[src/rtl/cacheline_adaptor_pkg.sv]
// Shared sizing and FSM state type for the cache-line <-> memory-burst adaptor.
package cacheline_adaptor_pkg;

  localparam int unsigned LINE_W  = 256;
  localparam int unsigned BURST_W = 64;
  localparam int unsigned BEATS   = LINE_W / BURST_W;

  typedef enum logic [1:0] {
    IDLE,
    READ,
    WRITE,
    DONE
  } state_e;

endpackage

[src/rtl/cacheline_adaptor.sv]
// Splits a cache line writeback into ascending memory beats and assembles
// memory beats into a cache line fill; one transaction at a time.
module cacheline_adaptor #(
  parameter int unsigned LINE_W  = cacheline_adaptor_pkg::LINE_W,
  parameter int unsigned BURST_W = cacheline_adaptor_pkg::BURST_W,
  parameter int unsigned BEATS   = LINE_W / BURST_W
) (
  input  logic               clk,
  input  logic               reset_n,
  input  logic               pmem_read,
  input  logic               pmem_write,
  input  logic [31:0]        pmem_address,
  input  logic [LINE_W-1:0]  pmem_wdata,
  output logic [LINE_W-1:0]  pmem_rdata,
  output logic               pmem_resp,
  output logic [31:0]        mem_address,
  output logic               mem_read,
  output logic               mem_write,
  output logic [BURST_W-1:0] mem_wdata,
  input  logic [BURST_W-1:0] mem_rdata,
  input  logic               mem_resp
);

  import cacheline_adaptor_pkg::*;

  localparam int unsigned CNT_W = (BEATS > 1) ? $clog2(BEATS) : 1;
  localparam logic [CNT_W-1:0] LAST = CNT_W'(BEATS - 1);

  state_e             state_q, state_d;
  logic [CNT_W-1:0]   count_q;
  logic [31:0]        addr_q;
  // Holds the writeback line during WRITE and the partial fill during READ.
  logic [BURST_W-1:0] line_q [BEATS];
  logic [LINE_W-1:0]  fill_line;
  logic               last_beat;

  assign last_beat   = mem_resp && (count_q == LAST);
  assign mem_address = addr_q & 32'hFFFF_FFE0;
  assign mem_wdata   = line_q[count_q];

  // The completed fill combines the buffered beats with the one arriving now,
  // so pmem_rdata only ever changes to a whole line.
  always_comb begin
    fill_line = '0;
    for (int unsigned i = 0; i < BEATS; i++) begin
      fill_line[i*BURST_W +: BURST_W] = (i == BEATS - 1) ? mem_rdata : line_q[i];
    end
  end

  always_ff @(posedge clk or negedge reset_n) begin
    if (!reset_n) state_q <= IDLE;
    else          state_q <= state_d;
  end

  always_comb begin
    state_d   = state_q;
    mem_read  = 1'b0;
    mem_write = 1'b0;
    pmem_resp = 1'b0;
    case (state_q)
      IDLE: begin
        if (pmem_write)     state_d = WRITE;
        else if (pmem_read) state_d = READ;
      end
      READ: begin
        mem_read = 1'b1;
        if (last_beat) state_d = DONE;
      end
      WRITE: begin
        mem_write = 1'b1;
        if (last_beat) state_d = DONE;
      end
      DONE: begin
        pmem_resp = 1'b1;
        state_d   = IDLE;
      end
      default: state_d = IDLE;
    endcase
  end

  always_ff @(posedge clk or negedge reset_n) begin
    if (!reset_n) begin
      count_q    <= '0;
      addr_q     <= '0;
      pmem_rdata <= '0;
      for (int unsigned i = 0; i < BEATS; i++) line_q[i] <= '0;
    end else begin
      case (state_q)
        IDLE: begin
          if (pmem_write) begin
            addr_q  <= pmem_address;
            count_q <= '0;
            for (int unsigned i = 0; i < BEATS; i++) line_q[i] <= pmem_wdata[i*BURST_W +: BURST_W];
          end else if (pmem_read) begin
            addr_q  <= pmem_address;
            count_q <= '0;
          end
        end
        READ: begin
          if (mem_resp) begin
            line_q[count_q] <= mem_rdata;
            count_q         <= last_beat ? '0 : count_q + CNT_W'(1);
            if (last_beat) pmem_rdata <= fill_line;
          end
        end
        WRITE: begin
          if (mem_resp) count_q <= last_beat ? '0 : count_q + CNT_W'(1);
        end
        default: ;
      endcase
    end
  end

endmodule

[config.mk]
export PLATFORM = sky130hd
export DESIGN_NAME = cacheline_adaptor
export DESIGN_NICKNAME = d
export VERILOG_FILES = /design/src/rtl/cacheline_adaptor_pkg.sv /design/src/rtl/cacheline_adaptor.sv
export SDC_FILE = /design/constraint.sdc
export NUM_CORES = 1
export LEC_CHECK = 0
export CAP_MARGIN = 20
export CORE_AREA = 2 2 279 281
export DETAILED_ROUTE_END_ITERATION = 16
export DIE_AREA = 0 0 281 283
export SLEW_MARGIN = 10
export SYNTH_ARGS = -nofsm -noshare
export SYNTH_HDL_FRONTEND = slang
export SYNTH_SLANG_ARGS = --single-unit
[constraint.sdc]
create_clock -name clk -period 2.5 [get_ports clk]
set_input_delay 0.5 -clock clk [delete_from_list [all_inputs] [get_ports clk]]
set_output_delay 0.5 -clock clk [all_outputs]
set_load 0.02 [all_outputs]
==> results of run 1 <==
## sequential cells by signal (all words and copies together) (netlist names)
signal and cells:
addr_q 27, count_q 2, fill_line 192, line_q 64, pmem_rdata 256, state_q 2
## worst max-delay path by stage
stage,from,endpoint,cells after the start
after CTS,count_q[0],mem_wdata[22],5
after global routing,count_q[0],mem_wdata[31],4
after global placement,count_q[0],fill_line[102],6
after floorplan,count_q[1],fill_line[10],9
after detailed placement,mem_resp,fill_line[20],6
final,count_q[0],mem_wdata[54],4
## cells in the final DEF (no fill, tap or decap), drive strengths merged, types with 64 or more instances in the layout
cell and instances:
a21oi 66, a221o 128, a221oi 64, a22o 65
a32o 128, and3 128, buf 192, clkbuf 100
clkdlybuf4s50 633, dfrtp 543, inv 69, mux2 349
mux4 64, nand2b 71, o32ai 64
## through the flow
stage / instance area [um2] / worst slack [ps] / util, % / instances / hold WS, ps
2_1_floorplan: 26420 / 83.55 / - / 1996 / 204.4
3_3_place_gp: 35360 / -10.59 / 46.10 / 3630 / 390.1
3_5_place_dp: 35390 / -25.91 / 46.14 / 3631 / 394.1
4_1_cts: 37450 / -225.4 / 48.83 / 3754 / 382.1
5_1_grt: 37630 / -147.6 / 49.06 / 3777 / 398.2
6_report: 37640 / -91.54 / 49.07 / 3780 / 397.2
## cell type report
type | instances | area (um2)
Fill cell | 6706 | 39060
Sequential cell | 543 | 13600
Multi-Input combinational cell | 1160 | 11610
Timing Repair Buffer | 828 | 8667
Clock buffer | 100 | 1963
Tap cell | 1040 | 1301
Inverter | 69 | 260.3
Clock inverter | 17 | 186.4
Antenna cell | 23 | 57.56
## cell families (layout without fill, tap and decap cells)
family | count (synthesis) | in the layout
flip-flops | 543 | 543
AND/OR/NAND/NOR | 210 | 210
AO/OA/AOI/OAI | 520 | 520
buffers and inverters | 293 | 1014
multiplexers | 415 | 415
other | 1 | 28
adder cells (fa/ha/maj) | 10 | 10
## routing by layer
layer | vias up | GRT usage (%)
li1 | 9254 | -
met1 | 11521 | 34.36
met2 | 1315 | 41.83
met3 | 271 | 6.193
met4 | 12 | 12.63
met5 | - | 0
## timing repair
item | in CTS | in global routing
hold buffers | 1 | 0
gates cloned | 1 | 0
setup buffers | 4 | 4
endpoints found under the setup margin | 66 | 59
resized for setup | 331 | 46
endpoints found under the hold margin | 26 | 0
## cell usage after synthesis (8+ instances only)
master / number
a221oi_1: 64
nand2b_1: 70
and3_1: 128
mux4_2: 64
buf_2: 84
a22o_1: 65
buf_4: 8
mux2_2: 348
a221o_1: 128
clkbuf_1: 106
inv_1: 68
a32o_1: 128
buf_6: 14
buf_1: 12
o32ai_1: 64
dfrtp_1: 543
ha_1: 10
a21oi_1: 65
## worst max-delay path: stages (launching register included)
cell and delay [ps]:
dfrtp_4 460, buf_12 160, buf_12 150, mux4_2 530, buf_2 190
## power by group
group | internal, uW | switching (uW)
Combinational | 13100 | 14200
Clock | 5650 | 3930
Sequential | 12800 | 3270
==> out/summary.txt, run 1 <==
Final Max Slew Viols: 0
Vias: 22.37k
Status: finished, violations left
Final Power: 52990 uW
Post-synth top flop: dfrtp_1
First-pass GRT wire length: 158800 um
Post-synth cell types: 37
Syn_area_per_cell: 13.26 um2
Final hold vios: 0
RSZ-0062 raised after global routing: yes
CTS Buffer Depth: 3
TritonCTS clock tree: done
Setup WS post-layout: -91.54 ps
Critical path required time: 2000 ps
Pin count of the biggest net entering global routing: 106
Achievable frequency: 0.3859 GHz
Failing checks: negative setup slack
Highest routed metal layer: met5
Routed WL per cell: 28.42 um
Global-route usage over all layers: 26.52%
Setup_tns: -2573 ps
Worst Hold Class: primary input to asynchronous set/reset pin
Total core area: 76700 um2
CP startpoint kind: flip-flop
# setup viols final: 57
Worst Tran Pin Value: 658.1 ps
Static leakage: 0.01633 uW
Crit path capture type: output port
Routed length on met3: 9662 um
FF+latch count, synth: 543
Pre-antenna DRT Iters: 6
Max_cap viols: 0
DR iter-0 viols: 1961
Relative slew slack: 56.13%
Top cell type's share of synthesized area: 51.46%
Final min period: 2592 ps
Area Overhead vs Synth: 42.54%
DR DRC count: 0
Crit path arrival time: 2090 ps
Area contributors post-synth: dfrtp_1 (51%), mux2_2 (15%), mux4_2 (5.5%)
Synth Area in Compound Gates: 17.57%
Simple-Gate Fraction of Synth Area: 4.971%
XOR/XNOR Fraction of Synth Area: 0%
Port bufs: 701
Mapped Cells: 1992
Clock-pin slew on the worst setup and hold paths: 60 ps
HPWL Detailed: 72660 um
Adder-cell area share of the yosys netlist: 0.4739%
Initial antenna violation count: 29
Critical path fanouts, max: 10
CTS Sinks: 543
FF-to-FF setup slack: 160 ps
Largest family of logic cells by synthesized area: multiplexers
CTS buffer count: 66
Clk Latency, worst-skew pair: 610 ps
Starting Density: 34.42%
CTS Root Cell: clkbuf_16
Layout cells sized above 1: 26.61%
Post-synth EDFFs: 0
H-tree depth: 3
R2r worst-path depth: 7
Mux share of post-synthesis cell area: 20.43%
Placer Congestion: 0.8914
Layout Skew: 28.73 ps
CP Class: flip-flop to output port
Reg-to-reg endpoint: line_q[31]
Die Ht: 283 um
I/O pin count: 712
Seq/Total Area, Yosys: 51.46%
Tcrit/Tclk final: 103.7%
Power Density: 1408 nW/um2
Met2 Wirelength: 50990 um
Routed length on met1: 41980 um
Peak VDD IR: 0.7338 mV
Die width: 281 um
Routed Antenna Nets: 0
Total global routing overflow: 0
Vias per std cell: 5.919
Die area: 79520 um2
Final wirelength: 107400 um
Cell taking the most area after synthesis: dfrtp_1
Row cnt: 102
Async set-or-reset flop fraction in the synthesized netlist: 100.0%
Ys Warns: 0
Total Nets Final: 3035
Critical R2R Launch: state_q[1]
Post-Syn Area: 26400 um2
Vias in the first global route: 23.24k
Note: power is estimated with default switching activity, not from simulation.
==> run 2: changes to the inputs <==
- ABC_CLOCK_PERIOD_IN_PS: not set -> 2500
- GPL_ROUTABILITY_DRIVEN: not set -> 0
==> results of run 2 <==
Final layout, timing and power as in run 1 (identical DEF).
